[config.mk]
export PLATFORM = sky130hd
export DESIGN_NAME = multibyte_add_seq
export DESIGN_NICKNAME = d
export VERILOG_FILES = /design/src/rtl/multibyte_add_seq_pkg.sv /design/src/rtl/eight_bit_adder.sv /design/src/rtl/multibyte_add_seq.sv
export SDC_FILE = /design/constraint.sdc
export NUM_CORES = 1
export LEC_CHECK = 0
export CAP_MARGIN = 20
export CORE_MARGIN = 1
export CORE_UTILIZATION = 54
export DETAILED_ROUTE_END_ITERATION = 10
export PLACE_DENSITY = 0.91
export SYNTH_ARGS = -nofsm -noshare
export SYNTH_HDL_FRONTEND = slang
export SYNTH_SLANG_ARGS = --single-unit
[constraint.sdc]
create_clock -name clk -period 5.81 [get_ports clk]
set_clock_uncertainty 0.15 [all_clocks]
set_input_delay 1.162 -clock clk [delete_from_list [all_inputs] [get_ports clk]]
set_output_delay 1.162 -clock clk [all_outputs]
set_load 0.05 [all_outputs]
[src/rtl/multibyte_add_seq_pkg.sv]
// Shared constants for the multibyte add sequencer: FSM state encoding and byte width.
package multibyte_add_seq_pkg;

    localparam int BYTE_W = 8;

    typedef enum logic [1:0] {
        ST_IDLE = 2'd0,
        ST_RUN  = 2'd1,
        ST_DONE = 2'd2
    } state_t;

endpackage

[src/rtl/eight_bit_adder.sv]
// Byte-wide ripple adder shared by the multibyte sequencer; purely combinational.
module eight_bit_adder
    import multibyte_add_seq_pkg::*;
(
    input  logic [BYTE_W-1:0] i_a,
    input  logic [BYTE_W-1:0] i_b,
    input  logic              i_cin,
    output logic [BYTE_W-1:0] o_sum,
    output logic              o_cout
);

    assign {o_cout, o_sum} = {1'b0, i_a} + {1'b0, i_b} + {{BYTE_W{1'b0}}, i_cin};

endmodule

[src/rtl/multibyte_add_seq.sv]
// Wide adder built by streaming byte slices, LSB first, through one shared eight_bit_adder.
// Optional macro ADD_SEQ_OVF_EN adds a registered signed-overflow output ovf.
module multibyte_add_seq
    import multibyte_add_seq_pkg::*;
#(
    parameter int NBYTES = 4
) (
    input  logic                     clk,
    input  logic                     rst_n,
    input  logic                     in_valid,
    output logic                     in_ready,
    input  logic [NBYTES*BYTE_W-1:0] a,
    input  logic [NBYTES*BYTE_W-1:0] b,
    input  logic                     cin,
    output logic                     out_valid,
    input  logic                     out_ready,
    output logic [NBYTES*BYTE_W-1:0] sum,
    output logic                     cout
`ifdef ADD_SEQ_OVF_EN
    ,
    output logic                     ovf
`endif
);

    localparam int W     = NBYTES * BYTE_W;
    localparam int IDX_W = (NBYTES > 1) ? $clog2(NBYTES) : 1;
    localparam logic [IDX_W-1:0] LAST_IDX = IDX_W'(NBYTES - 1);

    state_t            r_state;
    state_t            w_state_nxt;
    logic [IDX_W-1:0]  r_idx;
    logic              r_carry;
    logic [W-1:0]      r_a;
    logic [W-1:0]      r_b;
    logic [W-1:0]      r_sum;
    logic              r_cout;
    logic              w_accept;
    logic              w_run;
    logic              w_last;
    logic [BYTE_W-1:0] w_add_sum;
    logic              w_add_cout;

    eight_bit_adder u_adder (
        .i_a    (r_a[r_idx*BYTE_W +: BYTE_W]),
        .i_b    (r_b[r_idx*BYTE_W +: BYTE_W]),
        .i_cin  (r_carry),
        .o_sum  (w_add_sum),
        .o_cout (w_add_cout)
    );

    always_ff @(posedge clk or negedge rst_n) begin
        // NOTE: sequential state uses <= so every flop samples pre-edge values regardless of statement order.
        if (!rst_n) r_state <= ST_IDLE;
        else        r_state <= w_state_nxt;
    end

    always_comb begin
        // NOTE: every output of this block gets a default first, so no path can infer a latch.
        w_state_nxt = r_state;
        in_ready    = 1'b0;
        out_valid   = 1'b0;
        w_accept    = 1'b0;
        w_run       = 1'b0;
        w_last      = (r_idx == LAST_IDX);
        case (r_state)
            ST_IDLE: begin
                in_ready = 1'b1;
                if (in_valid) begin
                    w_accept    = 1'b1;
                    w_state_nxt = ST_RUN;
                end
            end
            ST_RUN: begin
                w_run = 1'b1;
                if (w_last) w_state_nxt = ST_DONE;
            end
            ST_DONE: begin
                out_valid = 1'b1;
                if (out_ready) w_state_nxt = ST_IDLE;
            end
            default: w_state_nxt = ST_IDLE;
        endcase
    end

    always_ff @(posedge clk or negedge rst_n) begin
        if (!rst_n) begin
            r_idx   <= '0;
            r_carry <= 1'b0;
            r_a     <= '0;
            r_b     <= '0;
            r_sum   <= '0;
            r_cout  <= 1'b0;
        end else if (w_accept) begin
            r_idx   <= '0;
            r_carry <= cin;
            r_a     <= a;
            r_b     <= b;
            r_sum   <= '0;
            r_cout  <= 1'b0;
        end else if (w_run) begin
            r_sum[r_idx*BYTE_W +: BYTE_W] <= w_add_sum;
            r_carry <= w_add_cout;
            // idx parks on the top slice so it never leaves 0..NBYTES-1
            if (w_last) r_cout <= w_add_cout;
            else        r_idx  <= r_idx + 1'b1;
        end
    end

`ifdef ADD_SEQ_OVF_EN
    logic r_ovf;

    always_ff @(posedge clk or negedge rst_n) begin
        if (!rst_n)               r_ovf <= 1'b0;
        else if (w_accept)        r_ovf <= 1'b0;
        else if (w_run && w_last) r_ovf <= (r_a[W-1] == r_b[W-1]) && (w_add_sum[BYTE_W-1] != r_a[W-1]);
    end

    assign ovf = r_ovf;
`endif

    assign sum  = r_sum;
    assign cout = r_cout;

endmodule

==> qor.yml, run 1 <==
power_leakage_uw: 0.002867
finalHoldViolations: 0
r2r_start: "r_idx[0]"
multi_input_area_um2: 1934
syn_inst: 451
syn_nets: 533
hold_depth: 2
drt-initial-drc-count: 182
p_int_uw: 1961
holdPathEnd: "r_a[28]"
path_cells: "buf_4 > mux4_2 > fa_1 > inv_1 > fa_1 > inv_1 > a21o_1 > a221oi_2 > xnor2_1 > a22o_1"
ys_seq_area_frac: 0.5481
path_buf_inv: 3
synth_edf_count: 0
clockBufferDepth: 2
required_ps: 5920
p_sw_uw: 1695
dr.pass1.iters: 4
cap_violations: 0
r2r_slack_ps: 2280
antenna_found_initial: 0
min_from: "r_a[28]"
coreArea_um2: 8299
rows: 33
place.gp.congestion: 0.8301
cts_inserted_buffers: 9
netSwitchingFraction: 0.4636
max_stage_delay_ps: 590
slowest_stage: "dfrtp_1"
h-tree-depth: 3
synth-main-ff-cell: "dfrtp_1"
start_util: 0.5611
cp_max_fo: 15
cts.sinks: 102
yosysUniqueCellTypes: 40
fp.dieW_um: 94.87
fill_cells: 621
dp_hpwl_mm: 7.572
outcome: "complete, no violations"
ios: 104
yosysTopAreaCell: "dfrtp_1"
clk_latency_ps: 370
setup_tns_ps: 0
tightest_slew_ps: 913.2
arrival_ps: 3640
dieArea_um2: 8999
finalSetupViolCount: 0
max_clock_freq_mhz: 283.7
ant_nets: 0
critPathKind: "register to register"
drt-total-wl_mm: 10.42
period_needed_ps: 3525
grt_max_degree: 69
fin_crit_sh: 0.6068
cp_top_family: "compound AO/OA/AOI/OAI gates"
end_kind: "register"
area_growth_pct: 27.00
cts_setup_buffers: 0
grt_pass1_vias: 3648
critPathLaunchType: "register"
power_density_nw_per_um2: 618.2
diodes: 0
pwr-share-clk: 0.115
grt_pass1_wl_mm: 17.44
crit_start: "r_idx[0]"
fin_ws_ps: 2285
layout_common_cells: "201 x nand2_1, 102 x dfrtp_1, 102 x clkdlybuf4s50_1, 28 x a22o_1, 16 x mux4_2"
max-slew-margin-rel: 0.3900
cts_hold_buf: 0
grt_usage: 0.2565
peakVddDrop_uv: 265.2
yosys_warnings: 0
final-seq-area_um2: 2552
seq_power_share: 0.324
detail_route.drc_violations: 0
rr_worst_depth: 10
die_y_um: 94.87
cts_root_buf: "clkbuf_8"
final_common_cell: "nand2_1"
wl_per_cell_um: 15.91
reg2reg_to: "sum[14]"
cts_tree: "built"
final-max-slew-violation-count: 0
cts_resized: 0
synthTopCellsByArea: "dfrtp_1 55%, nand2_1 16%, mux4_2 7.7%"
final_nets: 627
rsz0062_at_grt: "no"
syn_area_um2: 4657
drive_above_1_share: 0.08545
portBuffers: 103
grt_overflow: 0
ys_async_sr_fraction: 1.000
synth-seq-cells: 102
syn_area_per_cell_um2: 10.33
clk_pin_slew_worst_paths_ps: 100
vias: 3637
netlist.area_leader.share: 0.5481
power_frac_comb: 0.561
min_path_type: "register to register"
vias_per_cell: 5.553
place_ws_ps: 2269
## state kept, by name (all words and copies together) (netlist names)
register	flops
r_a	32
r_b	32
sum	32
r_idx	2
r_state	2
cout	1
r_carry	1
## metrics by stage
stage                 util  power (µW)  cell area [µm²]  cells  hold WS (ps)
global route        0.7126        3911             5914    655         353.1
global placement    0.6885        3099             5714    638         303.4
finish              0.7126        3656             5914    655         333.7
floorplan                -        2637             4657    451         290.3
detailed placement  0.6885        3209             5714    638         311.3
CTS                 0.7102        3641             5894    654         333.4
## logic make-up (layout without fill, tap and decap cells)
kind of cell               after synthesis  count (layout)  synth area share
AOI/OAI and AO/OA                       59              59            0.1010
xor gates and xnor gates                 6               6           0.01128
adders and majority gates               13              13           0.03815
buffers and inverters                   36             135           0.03735
DFF                                    102             102            0.5481
muxes                                   16              16           0.07738
and+or+nand+nor                        219             219            0.1867
## power by group through the flow
| stage | combinational, µW | sequential [µW] | clock [µW] |
|---|---|---|---|
| after floorplan | 1310 | 1330 | 0 |
| after global placement | 1920 | 1180 | 0 |
| after detailed placement | 2010 | 1200 | 0 |
| after CTS | 2030 | 1180 | 424 |
| after global routing | 2240 | 1220 | 452 |
| final | 2050 | 1180 | 419 |
## area by class of cell
cell class	instances	share of cell area
clock buffers	10	0.02158
clock inverters	6	0.008885
inverters	12	0.007616
multi-input cells	313	0.3271
flip-flops and latches	102	0.4316
well taps	105	0.02221
repair buffers	107	0.1811
## tightest hold or removal path: stages, from the launching register on
cell	delay, ps
dfrtp_1	350
nand2_1	50
nand2_1	50
## routing by layer
metal	wire length (µm)	part of all wire	track usage
met3	631	0.061	0.06361
met4	254	0.024	0.08712
met1	4481	0.43	0.3428
met5	0	0	0
met2	5054	0.48	0.4119
## synth_stat cells (2+ instances only)
cell type and number:
a21o_1 4, a21oi_1 3, a21oi_2 4, a22o_1 28, and3_1 3, buf_1 2, buf_2 10, buf_4 5
clkbuf_1 6, dfrtp_1 102, fa_1 2, ha_1 11, inv_1 12, mux4_2 16, nand2_1 202, nor2_1 4
nor2b_1 2, o21ai_0 6, o21ai_1 4, xnor2_1 5
## worst max path at each step
stage / cells past startpoint / to
6_report: 10 / sum[14]
5_1_grt: 10 / sum[30]
4_1_cts: 10 / sum[14]
3_5_place_dp: 6 / cout
3_3_place_gp: 4 / sum[15]
2_1_floorplan: 10 / sum[30]
Power figures use the tool's default switching activity.
==> inputs of run 2 (changes only) <==
CORE_UTILIZATION = 46   (was 54)
PLACE_DENSITY = 0.83   (was 0.91)
clock period = 2.94 ns   (was 5.81 ns; I/O delays follow)
==> qor.yml, run 2 (synthesized netlist as in run 1, its figures left out) <==
setup_tns_ps: 0  # unchanged
reg2reg_to: "sum[30]"  # was sum[14]
place.gp.congestion: 0.8147  # was 0.8301
final_nets: 635  # was 627
clockBufferDepth: 2  # unchanged
power_leakage_uw: 0.002937  # was 0.002867 µW
max_stage_delay_ps: 540  # was 590 ps
period_needed_ps: 2843  # was 3525 ps
cts_inserted_buffers: 9  # unchanged
critPathLaunchType: "register"  # unchanged
detail_route.drc_violations: 0  # unchanged
crit_start: "r_idx[0]"  # unchanged
dp_hpwl_mm: 7.979  # was 7.572 mm
r2r_start: "r_idx[0]"  # unchanged
die_y_um: 102.6  # was 94.87 µm
grt_pass1_vias: 3631  # was 3648
fill_cells: 819  # was 621
start_util: 0.4764  # was 0.5611
cts_root_buf: "clkbuf_8"  # unchanged
final_common_cell: "nand2_1"  # unchanged
finalSetupViolCount: 0  # unchanged
cts_tree: "built"  # unchanged
slowest_stage: "mux4_2"  # was dfrtp_1
area_growth_pct: 30.87  # was 27.00%
vias_per_cell: 5.175  # was 5.553
fp.dieW_um: 102.6  # was 94.87 µm
diodes: 0  # unchanged
final-max-slew-violation-count: 0  # unchanged
tightest_slew_ps: 582.3  # was 913.2 ps
drive_above_1_share: 0.1129  # was 0.08545
clk_pin_slew_worst_paths_ps: 100  # about the same
required_ps: 3040  # was 5920 ps
cts_setup_buffers: 0  # unchanged
ant_nets: 0  # unchanged
dpl_cell_area_um2: 5842  # was 5714 µm²
rr_worst_depth: 9  # was 10
rows: 36  # was 33
dr.pass1.iters: 4  # unchanged
critPathCapture: "sum[30]"  # was sum[14]
portBuffers: 103  # unchanged
max-slew-margin-rel: 0.6118  # was 0.3900
antenna_found_initial: 0  # unchanged
r2r_slack_ps: 100  # was 2280 ps
outcome: "complete, no violations"  # unchanged
finalHoldViolations: 0  # unchanged
vias: 3576  # was 3637
clk_latency_ps: 360  # was 370 ps
arrival_ps: 2940  # was 3640 ps
path_cells: "mux4_2 > fa_2 > inv_2 > fa_2 > inv_2 > a21o_1 > a221oi_4 > xnor2_2 > a22o_2"  # was buf_4 > mux4_2 > fa_1 > inv_1 > fa_1 > inv_1 > a21o_1 > a221oi_2 > xnor2_1 > a22o_1
cts.sinks: 102  # unchanged
grt_overflow: 0  # unchanged
dieArea_um2: 10530  # was 8999 µm²
fin_area_um2: 6095  # was 5914 µm²
layout_common_cells: "201 x nand2_1, 102 x clkdlybuf4s50_1, 101 x dfrtp_1, 28 x a22o_1, 16 x mux4_2"  # was 201 x nand2_1, 102 x dfrtp_1, 102 x clkdlybuf4s50_1, 28 x a22o_1, 16 x mux4_2
cts_hold_buf: 0  # unchanged
rsz0062_at_grt: "yes"  # was no
ios: 104  # unchanged
critPathKind: "register to register"  # unchanged
h-tree-depth: 3  # unchanged
peakVddDrop_uv: 637.5  # was 265.2 µV
grt_usage: 0.2217  # was 0.2565
wl_per_cell_um: 15.25  # was 15.91 µm
drt-total-wl_mm: 10.54  # was 10.42 mm
min_path_type: "input port to async pin"  # was register to register
p_total_uw: 7545  # was 3656 µW
coreArea_um2: 9774  # was 8299 µm²
fin_ws_ps: 96.96  # was 2285 ps
drt-initial-drc-count: 150  # was 182
fin_crit_sh: 0.9670  # was 0.6068
max_clock_freq_mhz: 351.7  # was 283.7 MHz
power_density_nw_per_um2: 1238  # was 618.2 nW/µm²
cp_max_fo: 4  # was 15
cap_violations: 0  # unchanged
end_kind: "register"  # unchanged
grt_max_degree: 58  # was 69
place_ws_ps: -8.554  # was 2269 ps
grt_pass1_wl_mm: 17.62  # was 17.44 mm
## run 2: cell count changes in the layout (fill, tap and decap cells not counted), moves of 2 or more
| cell | delta |
|---|---|
| clkinvlp_4 | -2 |
| inv_6 | -2 |
| buf_4 | +6 |
| fa_1 | -2 |
| fa_2 | +2 |
| inv_2 | +2 |
| clkinv_4 | +2 |
| inv_1 | -2 |
## run 2: where the power goes
| group | internal [µW] | switching (µW) | total [µW] |
|---|---|---|---|
| combinational | 1780 | 2520 | 4300 |
| clock | 433 | 499 | 932 |
| sequential | 1970 | 338 | 2310 |
## run 2: metal layers
layer | GRT usage | up-vias | routed length, µm
li1 | - | 1714 | -
met1 | 0.2781 | 1750 | 4606
met2 | 0.3841 | 97 | 5293
met3 | 0.04678 | 15 | 479
met4 | 0.07033 | 0 | 156
met5 | 0 | - | 0
## run 2: how the worst min path moves through the flow
stage,start,to,slack (ps),cells past startpoint
final,rst_n,sum[24],60,1
after global routing,rst_n,sum[29],100,1
after CTS,rst_n,sum[25],70,1
after detailed placement,r_b[25],r_b[25],310,2
after global placement,r_a[4],r_a[4],310,2
after floorplan,rst_n,cout,140,0
## run 2: worst max-delay path: cells and delay by family (launching register included)
kind	cells	cell delay [ps]
compound gates	3	760
buf+inv	2	100
flops	1	430
fa+ha+maj	2	610
mux	1	540
xor+xnor	1	150
## run 2: area by class of cell
class                   count  area (µm²)  area share
clock buffers              10       137.6     0.02258
flip-flops and latches    102        2554      0.4190
multi-input cells         313        1966      0.3225
inverters                  12       45.04    0.007391
clock inverters             6       78.83     0.01293
well taps                 133       166.4     0.02730
repair buffers            115        1147      0.1883
## run 2: what timing repair did
| action | in CTS | in global routing |
|---|---|---|
| endpoints found under the setup margin | 8 | 18 |
| gates resized for setup | 2 | 7 |
| pin swaps | 0 | 5 |
## run 2: stage by stage
stage / hold slack (ps) / util / instances
global placement: 305.2 / 0.5977 / 675
floorplan: 142.4 / - / 451
finish: 60.16 / 0.6235 / 691
CTS: 74.08 / 0.6217 / 691
detailed placement: 307.8 / 0.5977 / 675
global route: 103.4 / 0.6235 / 691
==> inputs of run 3 (changes only) <==
CELL_PAD_IN_SITES_DETAIL_PLACEMENT = 1   (was default)
CELL_PAD_IN_SITES_GLOBAL_PLACEMENT = 2   (was default)
CORE_UTILIZATION = 28   (was 46)
PLACE_DENSITY = 0.81   (was 0.83)
==> qor.yml, run 3 (synthesized netlist as in run 1, its figures left out) <==
outcome: "complete, no violations"  # unchanged
coreArea_um2: 16060  # was 9774 µm²
wl_per_cell_um: 16.62  # was 15.25 µm
dpl_cell_area_um2: 5931  # was 5842 µm²
max_clock_freq_mhz: 354.3  # was 351.7 MHz
peakVddDrop_uv: 615.3  # was 637.5 µV
cp_max_fo: 5  # was 4
drt-initial-drc-count: 231  # was 150
fin_crit_sh: 0.9601  # was 0.9670
final-max-slew-violation-count: 0  # unchanged
fp.dieW_um: 131.0  # was 102.6 µm
final_util: 0.3944  # was 0.6235
grt_overflow: 0  # unchanged
start_util: 0.2900  # was 0.4764
cts_hold_buf: 0  # unchanged
diodes: 0  # unchanged
post-place-cells: 756  # was 675
finalSetupViolCount: 0  # unchanged
cts_tree: "built"  # unchanged
min_path_type: "input port to async pin"  # unchanged
end_kind: "register"  # unchanged
whs_ps: 95.75  # was 60.16 ps
power_density_nw_per_um2: 1294  # was 1238 nW/µm²
portBuffers: 103  # unchanged
r2r_slack_ps: 120  # was 100 ps
clk_pin_slew_worst_paths_ps: 70  # was 100 ps
vias_per_cell: 4.693  # was 5.175
clockBufferDepth: 2  # unchanged
cts_root_buf: "clkbuf_16"  # was clkbuf_8
max-slew-margin-rel: 0.4223  # was 0.6118
grt_usage: 0.1615  # was 0.2217
power_leakage_uw: 0.002996  # was 0.002937 µW
final_common_cell: "nand2_1"  # unchanged
rows: 46  # was 36
h-tree-depth: 3  # unchanged
detail_route.drc_violations: 0  # unchanged
ios: 104  # unchanged
arrival_ps: 2910  # was 2940 ps
drive_above_1_share: 0.1167  # was 0.1129
final_nets: 634  # was 635
drt-total-wl_mm: 12.85  # was 10.54 mm
finalHoldViolations: 0  # unchanged
ant_nets: 0  # unchanged
layout_common_cells: "201 x nand2_1, 102 x clkdlybuf4s50_1, 101 x dfrtp_1, 28 x a22o_1, 16 x mux4_2"  # unchanged
tightest_slew_ps: 864.8  # was 582.3 ps
fin_area_um2: 6334  # was 6095 µm²
period_needed_ps: 2823  # was 2843 ps
dp_hpwl_mm: 9.847  # was 7.979 mm
dieArea_um2: 17150  # was 10530 µm²
rr_worst_depth: 9  # unchanged
die_y_um: 131.0  # was 102.6 µm
dr.pass1.iters: 4  # unchanged
place.gp.congestion: 0.8374  # was 0.8147
clk_latency_ps: 350  # was 360 ps
p_total_uw: 8196  # was 7545 µW
cts.sinks: 102  # unchanged
stdcell_count: 773  # was 691
vias: 3628  # was 3576
cts_inserted_buffers: 9  # unchanged
grt_max_degree: 68  # was 58
area_growth_pct: 36.00  # was 30.87%
critPathKind: "register to register"  # unchanged
grt_pass1_wl_mm: 20.64  # was 17.62 mm
cap_violations: 0  # unchanged
required_ps: 3020  # was 3040 ps
grt_pass1_vias: 3866  # was 3631
critPathLaunchType: "register"  # unchanged
antenna_found_initial: 0  # unchanged
## run 3: worst paths after layout
check,startpoint,end
worst max-delay path,r_idx[0],sum[30]
min in group clk,r_a[1],r_a[1]
worst min register to register,r_a[1],r_a[1]
max in group asynchronous,rst_n,r_idx[0]
worst min-delay path,rst_n,r_state[0]
worst max register to register,r_idx[0],sum[30]
## run 3: layout make-up
class,count,area (µm²)
fill,1771,9724
timing repair buffer,114,1144
multi-input combinational,313,1988
clock buffer,10,239.0
inverter,12,45.04
tap,216,270.3
sequential,102,2554
clock inverter,6,93.84
## run 3: through the flow
step           setup TNS, ps  setup WS [ps]
6_report                   0          117.3
5_1_grt               -39.37         -12.68
4_1_cts                    0          8.435
3_5_place_dp          -235.9         -47.43
3_3_place_gp               0          86.33
2_1_floorplan              0          34.56
## run 3: critical path, cell delays in order, from the launching register on
cell	delay (ps)
dfrtp_2	440
mux4_2	540
fa_2	400
inv_2	70
fa_2	190
inv_1	40
a21o_1	180
a221oi_4	330
xnor2_2	150
a22o_2	230
## run 3: report_power, final
group / total, µW / leakage [µW] / switching (µW) / internal [µW]
clock: 1310 / 0.000165 / 531 / 777
sequential: 2370 / 0.00131 / 392 / 1980
combinational: 4520 / 0.00152 / 2690 / 1830
total: 8200 / 0.00300 / 3610 / 4590
## run 3: routing by layer
metal  track usage  routed length [µm]
met1        0.1984                5464
met2        0.2829                6633
met3       0.03705                 641
met4       0.04598                 106
met5             0                   0
## run 3: timing repair
item / in CTS / in global routing
resized for setup: 2 / 11
setup endpoints to repair: 8 / 18
pin swaps: 0 / 4
setup buffers: 0 / 1
